File: config.mk
export PLATFORM = sky130hd
export DESIGN_NAME = axil_decoder_1ton_flat
export DESIGN_NICKNAME = d
export VERILOG_FILES = /design/src/rtl/axil_pkg.sv /design/src/rtl/axil_decoder_1ton_if.sv /design/src/rtl/axil_addr_decode.sv /design/src/rtl/axil_decoder_1ton.sv /design/src/flat_wrapper.sv
export SDC_FILE = /design/constraint.sdc
export NUM_CORES = 1
export LEC_CHECK = 0
export BUFFER_PORTS_ARGS = -buffer_cell sky130_fd_sc_hd__buf_2
export CAP_MARGIN = 20
export CORE_MARGIN = 4
export CORE_UTILIZATION = 25
export CTS_CLUSTER_SIZE = 28
export DETAILED_ROUTE_END_ITERATION = 12
export RECOVER_POWER = 100
export SYNTH_ARGS = -nofsm -noshare
export SYNTH_HDL_FRONTEND = slang
export SYNTH_SLANG_ARGS = --single-unit
File: constraint.sdc
create_clock -name s0_axi_aclk -period 2.25 [get_ports s0_axi_aclk]
set_input_delay 0.3375 -clock s0_axi_aclk [delete_from_list [all_inputs] [get_ports s0_axi_aclk]]
set_output_delay 0.3375 -clock s0_axi_aclk [all_outputs]
set_load 0.05 [all_outputs]
File: src/rtl/axil_pkg.sv
// Shared AXI4-Lite decoder types: response codes, FSM state encodings and
// the index-width helper used by the decoder and its address-decode slices.
package axil_pkg;

  localparam logic [1:0] RESP_OKAY   = 2'b00;
  localparam logic [1:0] RESP_SLVERR = 2'b10;
  localparam logic [1:0] RESP_DECERR = 2'b11;

  typedef enum logic [1:0] {W_IDLE, W_FWD, W_RESP, W_OUT} wr_state_t;
  typedef enum logic [1:0] {R_IDLE, R_FWD, R_DATA, R_OUT} rd_state_t;

  // A single target still needs a one-bit index so the ports never collapse to zero width.
  function automatic int idx_width(input int n);
    return (n > 1) ? $clog2(n) : 1;
  endfunction

endpackage

File: src/rtl/axil_decoder_1ton_if.sv
// Upstream AXI4-Lite bus bundle; the decoder binds to the slave modport and
// the manager (or bench) to the master modport.
interface axil_decoder_1ton_if #(
    parameter int ADDR_WIDTH = 8,
    parameter int DATA_WIDTH = 32
);
    logic [ADDR_WIDTH-1:0]   awaddr;
    logic                    awvalid;
    logic                    awready;
    logic [DATA_WIDTH-1:0]   wdata;
    logic [DATA_WIDTH/8-1:0] wstrb;
    logic                    wvalid;
    logic                    wready;
    logic [1:0]              bresp;
    logic                    bvalid;
    logic                    bready;
    logic [ADDR_WIDTH-1:0]   araddr;
    logic                    arvalid;
    logic                    arready;
    logic [DATA_WIDTH-1:0]   rdata;
    logic [1:0]              rresp;
    logic                    rvalid;
    logic                    rready;

    modport slave (
        input  awaddr, awvalid, wdata, wstrb, wvalid, bready, araddr, arvalid, rready,
        output awready, wready, bresp, bvalid, arready, rdata, rresp, rvalid
    );

    modport master (
        output awaddr, awvalid, wdata, wstrb, wvalid, bready, araddr, arvalid, rready,
        input  awready, wready, bresp, bvalid, arready, rdata, rresp, rvalid
    );
endinterface

File: src/rtl/axil_addr_decode.sv
// Combinational region decoder: the address bits above REGION_BITS select the
// target; anything at or beyond NUM_TARGETS is reported as a miss.
module axil_addr_decode
    import axil_pkg::*;
#(
    parameter int ADDR_WIDTH  = 8,
    parameter int REGION_BITS = 4,
    parameter int NUM_TARGETS = 2,
    parameter int IDX_W       = idx_width(NUM_TARGETS)
) (
    input  logic [ADDR_WIDTH-1:0] addr,
    output logic                  hit,
    output logic [IDX_W-1:0]      idx
);
    logic [ADDR_WIDTH-1:0] region;

    assign region = addr >> REGION_BITS;
    assign hit    = region < ADDR_WIDTH'(NUM_TARGETS);
    assign idx    = region[IDX_W-1:0];
endmodule

File: src/rtl/axil_decoder_1ton.sv
// One-to-N AXI4-Lite address decoder with independent single-outstanding
// write and read FSMs. Define AXIL_DEC_TIMEOUT_EN to add per-path watchdogs.
module axil_decoder_1ton
    import axil_pkg::*;
#(
    parameter int DATA_WIDTH     = 32,
    parameter int ADDR_WIDTH     = 8,
    parameter int NUM_TARGETS    = 2,
    parameter int REGION_BITS    = 4,
    parameter int TIMEOUT_CYCLES = 256
) (
    input  logic                              s0_axi_aclk,
    input  logic                              s0_axi_aresetn,
    axil_decoder_1ton_if.slave                s0_axi,
    output logic [NUM_TARGETS*ADDR_WIDTH-1:0] m_axi_awaddr,
    output logic [NUM_TARGETS-1:0]            m_axi_awvalid,
    input  logic [NUM_TARGETS-1:0]            m_axi_awready,
    output logic [NUM_TARGETS*DATA_WIDTH-1:0] m_axi_wdata,
    output logic [NUM_TARGETS*DATA_WIDTH/8-1:0] m_axi_wstrb,
    output logic [NUM_TARGETS-1:0]            m_axi_wvalid,
    input  logic [NUM_TARGETS-1:0]            m_axi_wready,
    input  logic [NUM_TARGETS*2-1:0]          m_axi_bresp,
    input  logic [NUM_TARGETS-1:0]            m_axi_bvalid,
    output logic [NUM_TARGETS-1:0]            m_axi_bready,
    output logic [NUM_TARGETS*ADDR_WIDTH-1:0] m_axi_araddr,
    output logic [NUM_TARGETS-1:0]            m_axi_arvalid,
    input  logic [NUM_TARGETS-1:0]            m_axi_arready,
    input  logic [NUM_TARGETS*DATA_WIDTH-1:0] m_axi_rdata,
    input  logic [NUM_TARGETS*2-1:0]          m_axi_rresp,
    input  logic [NUM_TARGETS-1:0]            m_axi_rvalid,
    output logic [NUM_TARGETS-1:0]            m_axi_rready
);
    localparam int IDX_W  = idx_width(NUM_TARGETS);
    localparam int STRB_W = DATA_WIDTH / 8;

    logic [1:0]            m_bresp_a [NUM_TARGETS];
    logic [1:0]            m_rresp_a [NUM_TARGETS];
    logic [DATA_WIDTH-1:0] m_rdata_a [NUM_TARGETS];

    for (genvar g = 0; g < NUM_TARGETS; g++) begin : g_unpack
        assign m_bresp_a[g] = m_axi_bresp[g*2 +: 2];
        assign m_rresp_a[g] = m_axi_rresp[g*2 +: 2];
        assign m_rdata_a[g] = m_axi_rdata[g*DATA_WIDTH +: DATA_WIDTH];
    end

    // ---------------- write path ----------------
    wr_state_t             wr_state, wr_next;
    logic                  awready_q, awready_d, wready_q, wready_d;
    logic                  aw_held_q, aw_held_d, w_held_q, w_held_d;
    logic [ADDR_WIDTH-1:0] awaddr_q, awaddr_d;
    logic [DATA_WIDTH-1:0] wdata_q, wdata_d;
    logic [STRB_W-1:0]     wstrb_q, wstrb_d;
    logic [IDX_W-1:0]      widx_q, widx_d;
    logic                  aw_v_q, aw_v_d, w_v_q, w_v_d, bready_q, bready_d;
    logic                  bvalid_q, bvalid_d;
    logic [1:0]            bresp_q, bresp_d;
    logic                  aw_hs, w_hs, aw_have, w_have;
    logic [ADDR_WIDTH-1:0] wr_dec_addr;
    logic                  wr_hit;
    logic [IDX_W-1:0]      wr_idx;

    // AW may have been captured earlier while W is still outstanding.
    assign wr_dec_addr = aw_held_q ? awaddr_q : s0_axi.awaddr;

    axil_addr_decode #(
        .ADDR_WIDTH (ADDR_WIDTH),
        .REGION_BITS(REGION_BITS),
        .NUM_TARGETS(NUM_TARGETS),
        .IDX_W      (IDX_W)
    ) u_wr_dec (
        .addr(wr_dec_addr),
        .hit (wr_hit),
        .idx (wr_idx)
    );

`ifdef AXIL_DEC_TIMEOUT_EN
    localparam int CNT_W = $clog2(TIMEOUT_CYCLES + 1);
    logic [CNT_W-1:0] wcnt_q, wcnt_d, rcnt_q, rcnt_d;
`endif

    always_comb begin
        // NOTE: every variable gets its hold value first so no path leaves one unassigned (no latches).
        wr_next   = wr_state;
        awready_d = awready_q;
        wready_d  = wready_q;
        aw_held_d = aw_held_q;
        w_held_d  = w_held_q;
        awaddr_d  = awaddr_q;
        wdata_d   = wdata_q;
        wstrb_d   = wstrb_q;
        widx_d    = widx_q;
        aw_v_d    = aw_v_q;
        w_v_d     = w_v_q;
        bready_d  = bready_q;
        bvalid_d  = bvalid_q;
        bresp_d   = bresp_q;
        aw_hs     = awready_q & s0_axi.awvalid;
        w_hs      = wready_q & s0_axi.wvalid;
        aw_have   = aw_held_q | aw_hs;
        w_have    = w_held_q | w_hs;
        case (wr_state)
            W_IDLE: begin
                if (aw_hs) begin
                    aw_held_d = 1'b1;
                    awaddr_d  = s0_axi.awaddr;
                end
                if (w_hs) begin
                    w_held_d = 1'b1;
                    wdata_d  = s0_axi.wdata;
                    wstrb_d  = s0_axi.wstrb;
                end
                awready_d = !aw_have;
                wready_d  = !w_have;
                if (aw_have && w_have) begin
                    aw_held_d = 1'b0;
                    w_held_d  = 1'b0;
                    widx_d    = wr_idx;
                    if (wr_hit) begin
                        wr_next = W_FWD;
                        aw_v_d  = 1'b1;
                        w_v_d   = 1'b1;
                    end else begin
                        wr_next  = W_OUT;
                        bvalid_d = 1'b1;
                        bresp_d  = RESP_DECERR;
                    end
                end
            end
            W_FWD: begin
                if (aw_v_q && m_axi_awready[widx_q]) aw_v_d = 1'b0;
                if (w_v_q && m_axi_wready[widx_q])   w_v_d  = 1'b0;
                if (!aw_v_d && !w_v_d) begin
                    wr_next  = W_RESP;
                    bready_d = 1'b1;
                end
            end
            W_RESP: begin
                if (m_axi_bvalid[widx_q]) begin
                    wr_next  = W_OUT;
                    bready_d = 1'b0;
                    bvalid_d = 1'b1;
                    bresp_d  = m_bresp_a[widx_q];
                end
            end
            W_OUT: begin
                if (s0_axi.bready) begin
                    wr_next   = W_IDLE;
                    bvalid_d  = 1'b0;
                    awready_d = 1'b1;
                    wready_d  = 1'b1;
                end
            end
            default: wr_next = W_IDLE;
        endcase
`ifdef AXIL_DEC_TIMEOUT_EN
        if ((wr_state == W_FWD || wr_state == W_RESP) && wcnt_q == CNT_W'(TIMEOUT_CYCLES)) begin
            wr_next  = W_OUT;
            aw_v_d   = 1'b0;
            w_v_d    = 1'b0;
            bready_d = 1'b0;
            bvalid_d = 1'b1;
            bresp_d  = RESP_SLVERR;
        end
        if (wr_next != wr_state || !(wr_state == W_FWD || wr_state == W_RESP)) wcnt_d = '0;
        else                                                                   wcnt_d = wcnt_q + CNT_W'(1);
`endif
    end

    always_ff @(posedge s0_axi_aclk) begin
        if (!s0_axi_aresetn) begin
            wr_state  <= W_IDLE;
            awready_q <= 1'b0;
            wready_q  <= 1'b0;
            aw_held_q <= 1'b0;
            w_held_q  <= 1'b0;
            awaddr_q  <= '0;
            wdata_q   <= '0;
            wstrb_q   <= '0;
            widx_q    <= '0;
            aw_v_q    <= 1'b0;
            w_v_q     <= 1'b0;
            bready_q  <= 1'b0;
            bvalid_q  <= 1'b0;
            bresp_q   <= RESP_OKAY;
`ifdef AXIL_DEC_TIMEOUT_EN
            wcnt_q    <= '0;
`endif
        end else begin
            // NOTE: non-blocking so every register samples pre-edge values regardless of statement order.
            wr_state  <= wr_next;
            awready_q <= awready_d;
            wready_q  <= wready_d;
            aw_held_q <= aw_held_d;
            w_held_q  <= w_held_d;
            awaddr_q  <= awaddr_d;
            wdata_q   <= wdata_d;
            wstrb_q   <= wstrb_d;
            widx_q    <= widx_d;
            aw_v_q    <= aw_v_d;
            w_v_q     <= w_v_d;
            bready_q  <= bready_d;
            bvalid_q  <= bvalid_d;
            bresp_q   <= bresp_d;
`ifdef AXIL_DEC_TIMEOUT_EN
            wcnt_q    <= wcnt_d;
`endif
        end
    end

    // ---------------- read path ----------------
    rd_state_t             rd_state, rd_next;
    logic                  arready_q, arready_d;
    logic [ADDR_WIDTH-1:0] araddr_q, araddr_d;
    logic [IDX_W-1:0]      ridx_q, ridx_d;
    logic                  ar_v_q, ar_v_d, rready_q, rready_d;
    logic                  rvalid_q, rvalid_d;
    logic [1:0]            rresp_q, rresp_d;
    logic [DATA_WIDTH-1:0] rdata_q, rdata_d;
    logic                  rd_hit;
    logic [IDX_W-1:0]      rd_idx;

    axil_addr_decode #(
        .ADDR_WIDTH (ADDR_WIDTH),
        .REGION_BITS(REGION_BITS),
        .NUM_TARGETS(NUM_TARGETS),
        .IDX_W      (IDX_W)
    ) u_rd_dec (
        .addr(s0_axi.araddr),
        .hit (rd_hit),
        .idx (rd_idx)
    );

    always_comb begin
        rd_next   = rd_state;
        arready_d = arready_q;
        araddr_d  = araddr_q;
        ridx_d    = ridx_q;
        ar_v_d    = ar_v_q;
        rready_d  = rready_q;
        rvalid_d  = rvalid_q;
        rresp_d   = rresp_q;
        rdata_d   = rdata_q;
        case (rd_state)
            R_IDLE: begin
                arready_d = 1'b1;
                if (arready_q && s0_axi.arvalid) begin
                    arready_d = 1'b0;
                    araddr_d  = s0_axi.araddr;
                    ridx_d    = rd_idx;
                    if (rd_hit) begin
                        rd_next = R_FWD;
                        ar_v_d  = 1'b1;
                    end else begin
                        rd_next  = R_OUT;
                        rvalid_d = 1'b1;
                        rresp_d  = RESP_DECERR;
                        rdata_d  = '0;
                    end
                end
            end
            R_FWD: begin
                if (m_axi_arready[ridx_q]) begin
                    rd_next  = R_DATA;
                    ar_v_d   = 1'b0;
                    rready_d = 1'b1;
                end
            end
            R_DATA: begin
                if (m_axi_rvalid[ridx_q]) begin
                    rd_next  = R_OUT;
                    rready_d = 1'b0;
                    rvalid_d = 1'b1;
                    rresp_d  = m_rresp_a[ridx_q];
                    rdata_d  = m_rdata_a[ridx_q];
                end
            end
            R_OUT: begin
                if (s0_axi.rready) begin
                    rd_next   = R_IDLE;
                    rvalid_d  = 1'b0;
                    arready_d = 1'b1;
                end
            end
            default: rd_next = R_IDLE;
        endcase
`ifdef AXIL_DEC_TIMEOUT_EN
        if ((rd_state == R_FWD || rd_state == R_DATA) && rcnt_q == CNT_W'(TIMEOUT_CYCLES)) begin
            rd_next  = R_OUT;
            ar_v_d   = 1'b0;
            rready_d = 1'b0;
            rvalid_d = 1'b1;
            rresp_d  = RESP_SLVERR;
            rdata_d  = '0;
        end
        if (rd_next != rd_state || !(rd_state == R_FWD || rd_state == R_DATA)) rcnt_d = '0;
        else                                                                   rcnt_d = rcnt_q + CNT_W'(1);
`endif
    end

    always_ff @(posedge s0_axi_aclk) begin
        if (!s0_axi_aresetn) begin
            rd_state  <= R_IDLE;
            arready_q <= 1'b0;
            araddr_q  <= '0;
            ridx_q    <= '0;
            ar_v_q    <= 1'b0;
            rready_q  <= 1'b0;
            rvalid_q  <= 1'b0;
            rresp_q   <= RESP_OKAY;
            rdata_q   <= '0;
`ifdef AXIL_DEC_TIMEOUT_EN
            rcnt_q    <= '0;
`endif
        end else begin
            rd_state  <= rd_next;
            arready_q <= arready_d;
            araddr_q  <= araddr_d;
            ridx_q    <= ridx_d;
            ar_v_q    <= ar_v_d;
            rready_q  <= rready_d;
            rvalid_q  <= rvalid_d;
            rresp_q   <= rresp_d;
            rdata_q   <= rdata_d;
`ifdef AXIL_DEC_TIMEOUT_EN
            rcnt_q    <= rcnt_d;
`endif
        end
    end

    // ---------------- outputs ----------------
    assign s0_axi.awready = awready_q;
    assign s0_axi.wready  = wready_q;
    assign s0_axi.bvalid  = bvalid_q;
    assign s0_axi.bresp   = bresp_q;
    assign s0_axi.arready = arready_q;
    assign s0_axi.rvalid  = rvalid_q;
    assign s0_axi.rresp   = rresp_q;
    assign s0_axi.rdata   = rdata_q;

    assign m_axi_awaddr  = {NUM_TARGETS{awaddr_q}};
    assign m_axi_wdata   = {NUM_TARGETS{wdata_q}};
    assign m_axi_wstrb   = {NUM_TARGETS{wstrb_q}};
    assign m_axi_araddr  = {NUM_TARGETS{araddr_q}};

    // Scalar registered strobes steered to the selected slice keep the one-hot guarantee structural.
    assign m_axi_awvalid = aw_v_q   ? (NUM_TARGETS'(1) << widx_q) : '0;
    assign m_axi_wvalid  = w_v_q    ? (NUM_TARGETS'(1) << widx_q) : '0;
    assign m_axi_bready  = bready_q ? (NUM_TARGETS'(1) << widx_q) : '0;
    assign m_axi_arvalid = ar_v_q   ? (NUM_TARGETS'(1) << ridx_q) : '0;
    assign m_axi_rready  = rready_q ? (NUM_TARGETS'(1) << ridx_q) : '0;
endmodule

File: src/flat_wrapper.sv
// flat-port wrapper written by rule: the top's interface ports become plain ports
module axil_decoder_1ton_flat import axil_pkg::*;
#(
    parameter int DATA_WIDTH     = 32,
    parameter int ADDR_WIDTH     = 8,
    parameter int NUM_TARGETS    = 2,
    parameter int REGION_BITS    = 4,
    parameter int TIMEOUT_CYCLES = 256
)
  (s0_axi_aclk, s0_axi_aresetn, m_axi_awaddr, m_axi_awvalid, m_axi_awready, m_axi_wdata, m_axi_wstrb, m_axi_wvalid, m_axi_wready, m_axi_bresp, m_axi_bvalid, m_axi_bready, m_axi_araddr, m_axi_arvalid, m_axi_arready, m_axi_rdata, m_axi_rresp, m_axi_rvalid, m_axi_rready, s0_axi_awaddr, s0_axi_awvalid, s0_axi_wdata, s0_axi_wstrb, s0_axi_wvalid, s0_axi_bready, s0_axi_araddr, s0_axi_arvalid, s0_axi_rready, s0_axi_awready, s0_axi_wready, s0_axi_bresp, s0_axi_bvalid, s0_axi_arready, s0_axi_rdata, s0_axi_rresp, s0_axi_rvalid);
  axil_decoder_1ton_if #(.ADDR_WIDTH(ADDR_WIDTH), .DATA_WIDTH(DATA_WIDTH)) s0_axi_i ();
  input  logic s0_axi_aclk;
  input  logic s0_axi_aresetn;
  output logic [NUM_TARGETS*ADDR_WIDTH-1:0] m_axi_awaddr;
  output logic [NUM_TARGETS-1:0] m_axi_awvalid;
  input  logic [NUM_TARGETS-1:0] m_axi_awready;
  output logic [NUM_TARGETS*DATA_WIDTH-1:0] m_axi_wdata;
  output logic [NUM_TARGETS*DATA_WIDTH/8-1:0] m_axi_wstrb;
  output logic [NUM_TARGETS-1:0] m_axi_wvalid;
  input  logic [NUM_TARGETS-1:0] m_axi_wready;
  input  logic [NUM_TARGETS*2-1:0] m_axi_bresp;
  input  logic [NUM_TARGETS-1:0] m_axi_bvalid;
  output logic [NUM_TARGETS-1:0] m_axi_bready;
  output logic [NUM_TARGETS*ADDR_WIDTH-1:0] m_axi_araddr;
  output logic [NUM_TARGETS-1:0] m_axi_arvalid;
  input  logic [NUM_TARGETS-1:0] m_axi_arready;
  input  logic [NUM_TARGETS*DATA_WIDTH-1:0] m_axi_rdata;
  input  logic [NUM_TARGETS*2-1:0] m_axi_rresp;
  input  logic [NUM_TARGETS-1:0] m_axi_rvalid;
  output logic [NUM_TARGETS-1:0] m_axi_rready;
  input wire logic [$bits(s0_axi_i.awaddr)-1:0] s0_axi_awaddr;
  input wire logic [$bits(s0_axi_i.awvalid)-1:0] s0_axi_awvalid;
  input wire logic [$bits(s0_axi_i.wdata)-1:0] s0_axi_wdata;
  input wire logic [$bits(s0_axi_i.wstrb)-1:0] s0_axi_wstrb;
  input wire logic [$bits(s0_axi_i.wvalid)-1:0] s0_axi_wvalid;
  input wire logic [$bits(s0_axi_i.bready)-1:0] s0_axi_bready;
  input wire logic [$bits(s0_axi_i.araddr)-1:0] s0_axi_araddr;
  input wire logic [$bits(s0_axi_i.arvalid)-1:0] s0_axi_arvalid;
  input wire logic [$bits(s0_axi_i.rready)-1:0] s0_axi_rready;
  output wire logic [$bits(s0_axi_i.awready)-1:0] s0_axi_awready;
  output wire logic [$bits(s0_axi_i.wready)-1:0] s0_axi_wready;
  output wire logic [$bits(s0_axi_i.bresp)-1:0] s0_axi_bresp;
  output wire logic [$bits(s0_axi_i.bvalid)-1:0] s0_axi_bvalid;
  output wire logic [$bits(s0_axi_i.arready)-1:0] s0_axi_arready;
  output wire logic [$bits(s0_axi_i.rdata)-1:0] s0_axi_rdata;
  output wire logic [$bits(s0_axi_i.rresp)-1:0] s0_axi_rresp;
  output wire logic [$bits(s0_axi_i.rvalid)-1:0] s0_axi_rvalid;
  assign s0_axi_i.awaddr = s0_axi_awaddr;
  assign s0_axi_i.awvalid = s0_axi_awvalid;
  assign s0_axi_i.wdata = s0_axi_wdata;
  assign s0_axi_i.wstrb = s0_axi_wstrb;
  assign s0_axi_i.wvalid = s0_axi_wvalid;
  assign s0_axi_i.bready = s0_axi_bready;
  assign s0_axi_i.araddr = s0_axi_araddr;
  assign s0_axi_i.arvalid = s0_axi_arvalid;
  assign s0_axi_i.rready = s0_axi_rready;
  assign s0_axi_awready = s0_axi_i.awready;
  assign s0_axi_wready = s0_axi_i.wready;
  assign s0_axi_bresp = s0_axi_i.bresp;
  assign s0_axi_bvalid = s0_axi_i.bvalid;
  assign s0_axi_arready = s0_axi_i.arready;
  assign s0_axi_rdata = s0_axi_i.rdata;
  assign s0_axi_rresp = s0_axi_i.rresp;
  assign s0_axi_rvalid = s0_axi_i.rvalid;
  axil_decoder_1ton #(.DATA_WIDTH(DATA_WIDTH), .ADDR_WIDTH(ADDR_WIDTH), .NUM_TARGETS(NUM_TARGETS), .REGION_BITS(REGION_BITS), .TIMEOUT_CYCLES(TIMEOUT_CYCLES)) u_core (.s0_axi_aclk(s0_axi_aclk), .s0_axi_aresetn(s0_axi_aresetn), .s0_axi(s0_axi_i), .m_axi_awaddr(m_axi_awaddr), .m_axi_awvalid(m_axi_awvalid), .m_axi_awready(m_axi_awready), .m_axi_wdata(m_axi_wdata), .m_axi_wstrb(m_axi_wstrb), .m_axi_wvalid(m_axi_wvalid), .m_axi_wready(m_axi_wready), .m_axi_bresp(m_axi_bresp), .m_axi_bvalid(m_axi_bvalid), .m_axi_bready(m_axi_bready), .m_axi_araddr(m_axi_araddr), .m_axi_arvalid(m_axi_arvalid), .m_axi_arready(m_axi_arready), .m_axi_rdata(m_axi_rdata), .m_axi_rresp(m_axi_rresp), .m_axi_rvalid(m_axi_rvalid), .m_axi_rready(m_axi_rready));
endmodule
# After elaboration in Yosys (flattened, before gate mapping)
# Index checks and enable logic that the tools add are counted.
# totals
regBits	106
in_bits	141
# classes
magnitude_cmp	6
n_eq_ne	18
shifts	2
muxes	87
bitwise_logic	6
n_reduce_logical	41
# ops
op	count
$mux W32	6
$pmux W32 S2	1
$mux W2	27
$mux W1	38
$reduce_and A4 Y1	5
$reduce_bool A2 Y1	10
$pmux W1 S2	8
$pmux W2 S4	2
$reduce_and A2 Y1	8
$ne A2 B1 Y1 const B	7
$ne A2 B2 Y1 const B	5
$reduce_and A5 Y1	2
$reduce_and A3 Y1	3
$eq A2 B2 Y1 const B	4
$lt A4 B2 Y1 const B	2
$mux W8	1
$pmux W2 S2	2
$pmux W1 S3	2
$reduce_bool A3 Y1	2
$logic_and A1 B1 Y1	5
$eq A2 B1 Y1 const B	2
$ge A2 B2 Y1 const B	2
$logic_not A1 Y1	4
$logic_not A2 Y1	2
5 further kinds	10

# Depth between registers and ports, before layout
# Gate-level depths: netlist (run 1).
# depth
word_depth	9
mapped_depth	8
ltp_nobuf	6

# Cells and area by module
# A second synthesis (run 1) with hierarchy kept.
# unflattened
cells_unflattened	611
area_unflattened_um2	5192.5
# by_module_without_submodules
mod	n_inst	cells_per_inst	area_each_um2	seq_area_each_um2
axil_decoder_1ton	1	607	5157.4	2122.0
axil_addr_decode	2	2	17.5	0.0

# Worst setup path after synthesis (run 1)
# Ideal clock, no wire load.
# synth_path
path_type	register to register
from	register u_core.arready_q, in the netlist u_core.s0_axi.arready
to	register u_core.rdata_q[23], in the netlist u_core.s0_axi.rdata[23]
arrival_ns	1.843
slack_ns	0.336
stages_incl_launch_ff	6
synth_period_minus_slack_ns	1.914
cell_sequence	dfxtp_1 nand3_1 a2bb2oi_1 clkbuf_1 or4b_1 a21oi_1
# synth_via
elab_chain_cells	3
# synth_rtl
item	line	text
from (decl)	axil_decoder_1ton.sv:212	logic arready_q, arready_d;
from (signal assigned)	axil_decoder_1ton.sv:316	arready_q <= arready_d;
$logic_and A1 B1 Y1	axil_decoder_1ton.sv:246	if (arready_q && s0_axi.arvalid) begin
$ne A2 B1 Y1 (no source line)	--	
$reduce_and A4 Y1 (no source line)	--	
to (signal assigned)	axil_decoder_1ton.sv:323	rdata_q <= rdata_d;
to (decl)	axil_decoder_1ton.sv:218	logic [DATA_WIDTH-1:0] rdata_q, rdata_d;
# Every way passes these cells.
# A chain may end at the register's enable or synchronous reset.

==> flow_metrics.env, run 1 <==
export IMPL_outcome="finished clean"
export IMPL_grt_overflow=0
export IMPL_worst_pin_slew_ns=0.752
export IMPL_grt_max_degree=69
export IMPL_leakage_nw=2.51
export IMPL_crit_path_start_kind="register"
export IMPL_finalSetupViolations=0
export IMPL_dp_hpwl_mm=13.4
export IMPL_cap_violations=0
export IMPL_fin_crit_sh=0.895
export IMPL_grt_pass1_wl_mm=26.1
export IMPL_yosysSeqAreaShare=0.400
export IMPL_min_path_type="input pin to register"
export IMPL_drv_slew=0
export IMPL_port_buffers=295
export IMPL_avgSynthCellArea_um2=8.36
export IMPL_drc=0
export IMPL_area_delta_synth_final_pct=28.7
export IMPL_vias_per_cell=4.56
export IMPL_cts_max_level=3
export IMPL_tns_ns=0
export IMPL_vias=5144
export IMPL_yosysWarnings=0
export IMPL_cts_tree="done"
export IMPL_finalCriticalPeriod_ns=2.01
export IMPL_finalHoldViolations=0
export IMPL_syn_instance_count=629
export IMPL_powerDensity_mw_per_mm2=1100
export IMPL_ant_nets=0
export IMPL_initial_utilization=0.257
export IMPL_timing_reg2reg_setup_slack_ns=0.24
export IMPL_synth_common_cells="117 x nand2_1, 105 x dfxtp_1, 97 x a21oi_1"
export IMPL_die_area_mm2=0.0234
export IMPL_drt_total_wl_mm=17.2
export IMPL_timing_fmax_mhz=496
export IMPL_synth_ff_type="dfxtp_1"
export IMPL_synth_seq_cells=105
export IMPL_core_area_mm2=0.0205
export IMPL_required_ns=1.91
export IMPL_relSlewSlack=0.499
export IMPL_rsz0062_at_grt="false"
export IMPL_nets=1003
export IMPL_grt_use_total=0.138
export IMPL_wl_per_cell_um=15.2
export IMPL_cts_resized=0
export IMPL_clkTransAtPathRegs_ns=0.08
export IMPL_io_pins=296
export IMPL_ys_types=50
export IMPL_gp_congestion=0.797
export IMPL_first_iter_violations=204
export IMPL_die_y_um=153
export IMPL_p_total_mw=7.42
export IMPL_synth_edf_count=0
export IMPL_async_flop_share=0
export IMPL_post_cts_setup_buffers=0
export IMPL_cts_root_buf="clkbuf_16"
export IMPL_clock_sinks=105
export IMPL_ir_drop_v=0.000376
export IMPL_yosysMostFrequentCell="nand2_1"
export IMPL_placed_area_mm2=0.00667
export IMPL_synth_top_area_share=0.400
export IMPL_end_kind="output port"
export IMPL_critical_path_class="register to output port"
export IMPL_first_pass_iters=4
export IMPL_cts_max_path_buffers=2
export IMPL_crit_path_max_fanout=37
export IMPL_die_width_um=153
export IMPL_rows=52
export IMPL_hold_buffers=0
export IMPL_synthesis_area_mm2=0.00526
export IMPL_yosysTopAreaCell="dfxtp_1"
export IMPL_skew_ns=0.0109
export IMPL_antenna_found_initial=1
export IMPL_first_global_vias=4694
export IMPL_crit_arrival_ns=1.68
export IMPL_synth_nets=779
export IMPL_final_cell_area_mm2=0.00677
export IMPL_synthTopCellsByArea="dfxtp_1 40%, a21oi_1 9.2%, nand2_1 8.3%, mux2i_1 8.2%, buf_4 7.7%"
export IMPL_drive_above_1_share=0.209
export IMPL_clk_latency_ns=0.35
export IMPL_cts_buffers=9
[logic make-up after synthesis]
kind of cell | Yosys count | synth area share
compound gates | 169 | 0.181
buf+inv | 109 | 0.122
flops | 105 | 0.400
fa+ha+maj | 9 | 0.0214
mux | 46 | 0.0882
simple gates | 191 | 0.187
[state kept, by name, indices dropped and copies added (netlist names), 2 cells and up]
register             flops
u_core.araddr_q          8
u_core.awaddr_q          8
u_core.rd_state          2
u_core.s0_axi.bresp      2
u_core.s0_axi.rdata     32
u_core.s0_axi.rresp      2
u_core.wdata_q          32
u_core.wr_state          2
u_core.wstrb_q           4
[power breakdown]
part / total, mW / leakage (nW) / switching (mW) / internal (mW)
sequential: 2.38 / 0.853 / 0.244 / 2.14
clock: 1.63 / 0.144 / 0.751 / 0.879
combinational: 3.41 / 1.52 / 2.53 / 0.879
total: 7.42 / 2.51 / 3.53 / 3.90
[layout make-up]
| type | count | area (um^2) |
|---|---|---|
| Inverter | 9 | 33.8 |
| Tap cell | 270 | 338 |
| Sequential cell | 105 | 2100 |
| Timing Repair Buffer | 313 | 1460 |
| Antenna cell | 1 | 2.50 |
| Clock buffer | 10 | 229 |
| Fill cell | 2231 | 13700 |
| Clock inverter | 6 | 72.6 |
| Multi-Input combinational cell | 415 | 2530 |
[critical path, stage by stage, from the launching register on]
cell and delay [ns]:
dfxtp_1 0.59, buf_12 0.30, and2_1 0.16, clkbuf_2 0.27
[metrics by stage]
| step | std cells | hold WS (ns) | utilization | setup WS, ns |
|---|---|---|---|---|
| after global placement | 1112 | 0.453 | 0.325 | 0.329 |
| after detailed placement | 1112 | 0.459 | 0.325 | 0.254 |
| after floorplan | 629 | 0.467 | - | 0.336 |
| after global routing | 1128 | 0.200 | 0.330 | 0.103 |
| after CTS | 1128 | 0.194 | 0.340 | 0.242 |
| final | 1129 | 0.222 | 0.330 | 0.236 |
[routing by layer]
metal  wire [um]  track usage  up-vias
li1            -            -     2605
met1        6920        0.160     2272
met2        8210        0.241      250
met3        1760       0.0466       15
met4         267       0.0399        2
met5          13            0        -
[cells in the final DEF (no fill, tap or decap), types with 14 or more instances in the layout]
master	instances
mux2i_1	43
or4b_1	32
a21oi_1	97
o21ai_0	21
buf_2	141
dfxtp_1	105
clkbuf_1	155
nand2_1	117
nor2_1	14
o21ai_1	19
[path summary, 6_finish.rpt]
path                                          end  cells past startpoint                             from
min               u_core.wdata_q[23]$_SDFFE_PN0P_                      3                 s0_axi_wdata[23]
max                              m_axi_arvalid[1]                      3  u_core.araddr_q[4]$_SDFFE_PN0P_
max reg2reg  u_core.s0_axi.rdata[23]$_SDFFE_PN0P_                      5  u_core.rd_state[0]$_SDFFE_PN0P_
min reg2reg       u_core.wdata_q[18]$_SDFFE_PN0P_                      2  u_core.wdata_q[18]$_SDFFE_PN0P_
Power figures use the tool's default switching activity.
==> inputs of run 2 (changes only) <==
--- a/config.mk
+++ b/config.mk
@@ -14,4 +14,5 @@
 export RECOVER_POWER = 100
 export SYNTH_ARGS = -nofsm -noshare
 export SYNTH_HDL_FRONTEND = slang
+export SYNTH_HIERARCHICAL = 1
 export SYNTH_SLANG_ARGS = --single-unit
==> flow_metrics.env, run 2 <==
export IMPL_crit_path_max_fanout=31
export IMPL_first_global_vias=4463
export IMPL_drc=0
export IMPL_ir_drop_v=0.000494
export IMPL_core_area_mm2=0.0202
export IMPL_io_pins=296
export IMPL_r2r_start="u_core/rd_state[0]$_SDFFE_PN0P_"
export IMPL_layout_commonest_cell="clkbuf_1"
export IMPL_power_frac_comb=0.465
export IMPL_powerDensity_mw_per_mm2=1150
export IMPL_min_path_type="input pin to register"
export IMPL_port_buffers=295
export IMPL_final_cell_mix="152 x clkbuf_1, 143 x buf_2, 131 x nand2_1"
export IMPL_outcome="finished clean"
export IMPL_area_delta_synth_final_pct=26.5
export IMPL_p_clk_frac=0.207
export IMPL_r2r_end="u_core/s0_axi.rdata[5]$_SDFFE_PN0P_"
export IMPL_cts_max_path_buffers=2
export IMPL_cts_resized=0
export IMPL_die_width_um=151
export IMPL_dp_cells=1092
export IMPL_fin_crit_sh=0.932
export IMPL_placed_area_mm2=0.00646
export IMPL_yosysWarnings=6
export IMPL_timing_reg2reg_setup_slack_ns=0.29
export IMPL_grt_use_total=0.123
export IMPL_avgSynthCellArea_um2=8.48
export IMPL_first_iter_violations=184
export IMPL_vias=4953
export IMPL_finalCriticalPeriod_ns=2.10
export IMPL_hp_start="s0_axi_wdata[20]"
export IMPL_grt_max_degree=46
export IMPL_timing_fmax_mhz=477
export IMPL_clkTransAtPathRegs_ns=0.08
export IMPL_finalHoldViolations=0
export IMPL_fin_cells=1108
export IMPL_post_cts_setup_buffers=0
export IMPL_wl_per_cell_um=13.8
export IMPL_crit_arrival_ns=1.76
export IMPL_skew_ns=0.0123
export IMPL_final_cell_area_mm2=0.00651
export IMPL_cts_tree="done"
export IMPL_die_y_um=151
export IMPL_rsz0062_at_grt="false"
export IMPL_worst_pin_slew_ns=0.689
export IMPL_timing_hold_ws_ns=0.218
export IMPL_dp_hpwl_mm=11.7
export IMPL_critical_path_class="register to output port"
export IMPL_required_ns=1.91
export IMPL_clk_latency_ns=0.35
export IMPL_r2r_cells=7
export IMPL_n_fill_cell=2230
export IMPL_ant_nets=0
export IMPL_min_path_cells=3
export IMPL_first_pass_iters=5
export IMPL_die_area_mm2=0.0229
export IMPL_synthesis_area_mm2=0.00515
export IMPL_seqPwrFrac=0.329
export IMPL_initial_utilization=0.254
export IMPL_swShare=0.487
export IMPL_cts_max_level=3
export IMPL_drt_total_wl_mm=15.3
export IMPL_crit_path_start_kind="register"
export IMPL_nets=982
export IMPL_p_int_mw=3.83
export IMPL_vias_per_cell=4.47
export IMPL_cts_buffers=9
export IMPL_hold_end="u_core/wdata_q[20]$_SDFFE_PN0P_"
export IMPL_leakage_nw=2.49
export IMPL_drv_slew=0
export IMPL_p_switching_mw=3.64
export IMPL_antenna_found_initial=0
export IMPL_antennaDiodeCount=0
export IMPL_drive_above_1_share=0.260
export IMPL_relSlewSlack=0.537
export IMPL_synth_nets=756
export IMPL_gp_congestion=0.774
export IMPL_finalSetupViolations=0
export IMPL_end_kind="output port"
export IMPL_cts_root_buf="clkbuf_16"
export IMPL_rows=52
export IMPL_hold_buffers=0
export IMPL_syn_instance_count=607
export IMPL_clock_sinks=106
export IMPL_tns_ns=0
export IMPL_grt_pass1_wl_mm=22.7
export IMPL_cap_violations=0
export IMPL_grt_overflow=0
[run 2: per-layer routing]
metal	up-vias	routed length [um]	GRT usage
li1	2465	-	-
met1	2284	6350	0.152
met2	190	7580	0.214
met3	14	1230	0.0289
met4	0	185	0.0328
met5	-	0	0
[run 2: critical path, cell delays in order (launching register included)]
cell      delay (ns)
dfxtp_2         0.50
clkbuf_4        0.46
and2_1          0.19
buf_2           0.26
[run 2: through the flow]
| step | util | setup slack (ns) | power [mW] |
|---|---|---|---|
| final | 0.322 | 0.153 | 7.48 |
| after global routing | 0.322 | 0.0683 | 7.94 |
| after CTS | 0.333 | 0.171 | 7.72 |
| after detailed placement | 0.319 | 0.341 | 6.13 |
| after global placement | 0.319 | 0.402 | 6.11 |
| after floorplan | - | 0.421 | 5.45 |
[run 2: area by class of cell]
cell class	count	area [um^2]	area share
Tap cell	270	338	0.0519
Sequential cell	106	2120	0.326
Multi-Input combinational cell	398	2340	0.360
Clock buffer	9	225	0.0346
Clock inverter	7	61.3	0.00942
Timing Repair Buffer	307	1380	0.211
Inverter	11	42.5	0.00653
[run 2: worst max-delay path by stage]
stage                                    startpoint                              endpoint  slack, ns  depth (start not counted)
global route             u_core/ridx_q$_SDFFE_PN0P_                       m_axi_rready[1]       0.07                          3
detailed placement  u_core/rd_state[0]$_SDFFE_PN0P_  u_core/s0_axi.rdata[28]$_SDFFE_PN0P_       0.34                          6
floorplan                u_core/ridx_q$_SDFFE_PN0P_                       m_axi_rready[0]       0.42                          4
finish                   u_core/ridx_q$_SDFFE_PN0P_                       m_axi_rready[1]       0.15                          3
CTS                      u_core/ridx_q$_SDFFE_PN0P_                       m_axi_rready[1]       0.17                          3
global placement    u_core/rd_state[0]$_SDFFE_PN0P_  u_core/s0_axi.rdata[30]$_SDFFE_PN0P_       0.40                          6
[run 2: power by group through the flow]
stage          sequential, mW  combinational [mW]  clock [mW]
6_report                 2.46                3.47        1.54
5_1_grt                  2.51                3.74        1.69
4_1_cts                  2.45                3.65        1.62
3_5_place_dp             2.49                3.64           0
3_3_place_gp             2.48                3.63           0
2_1_floorplan            3.28                2.18           0
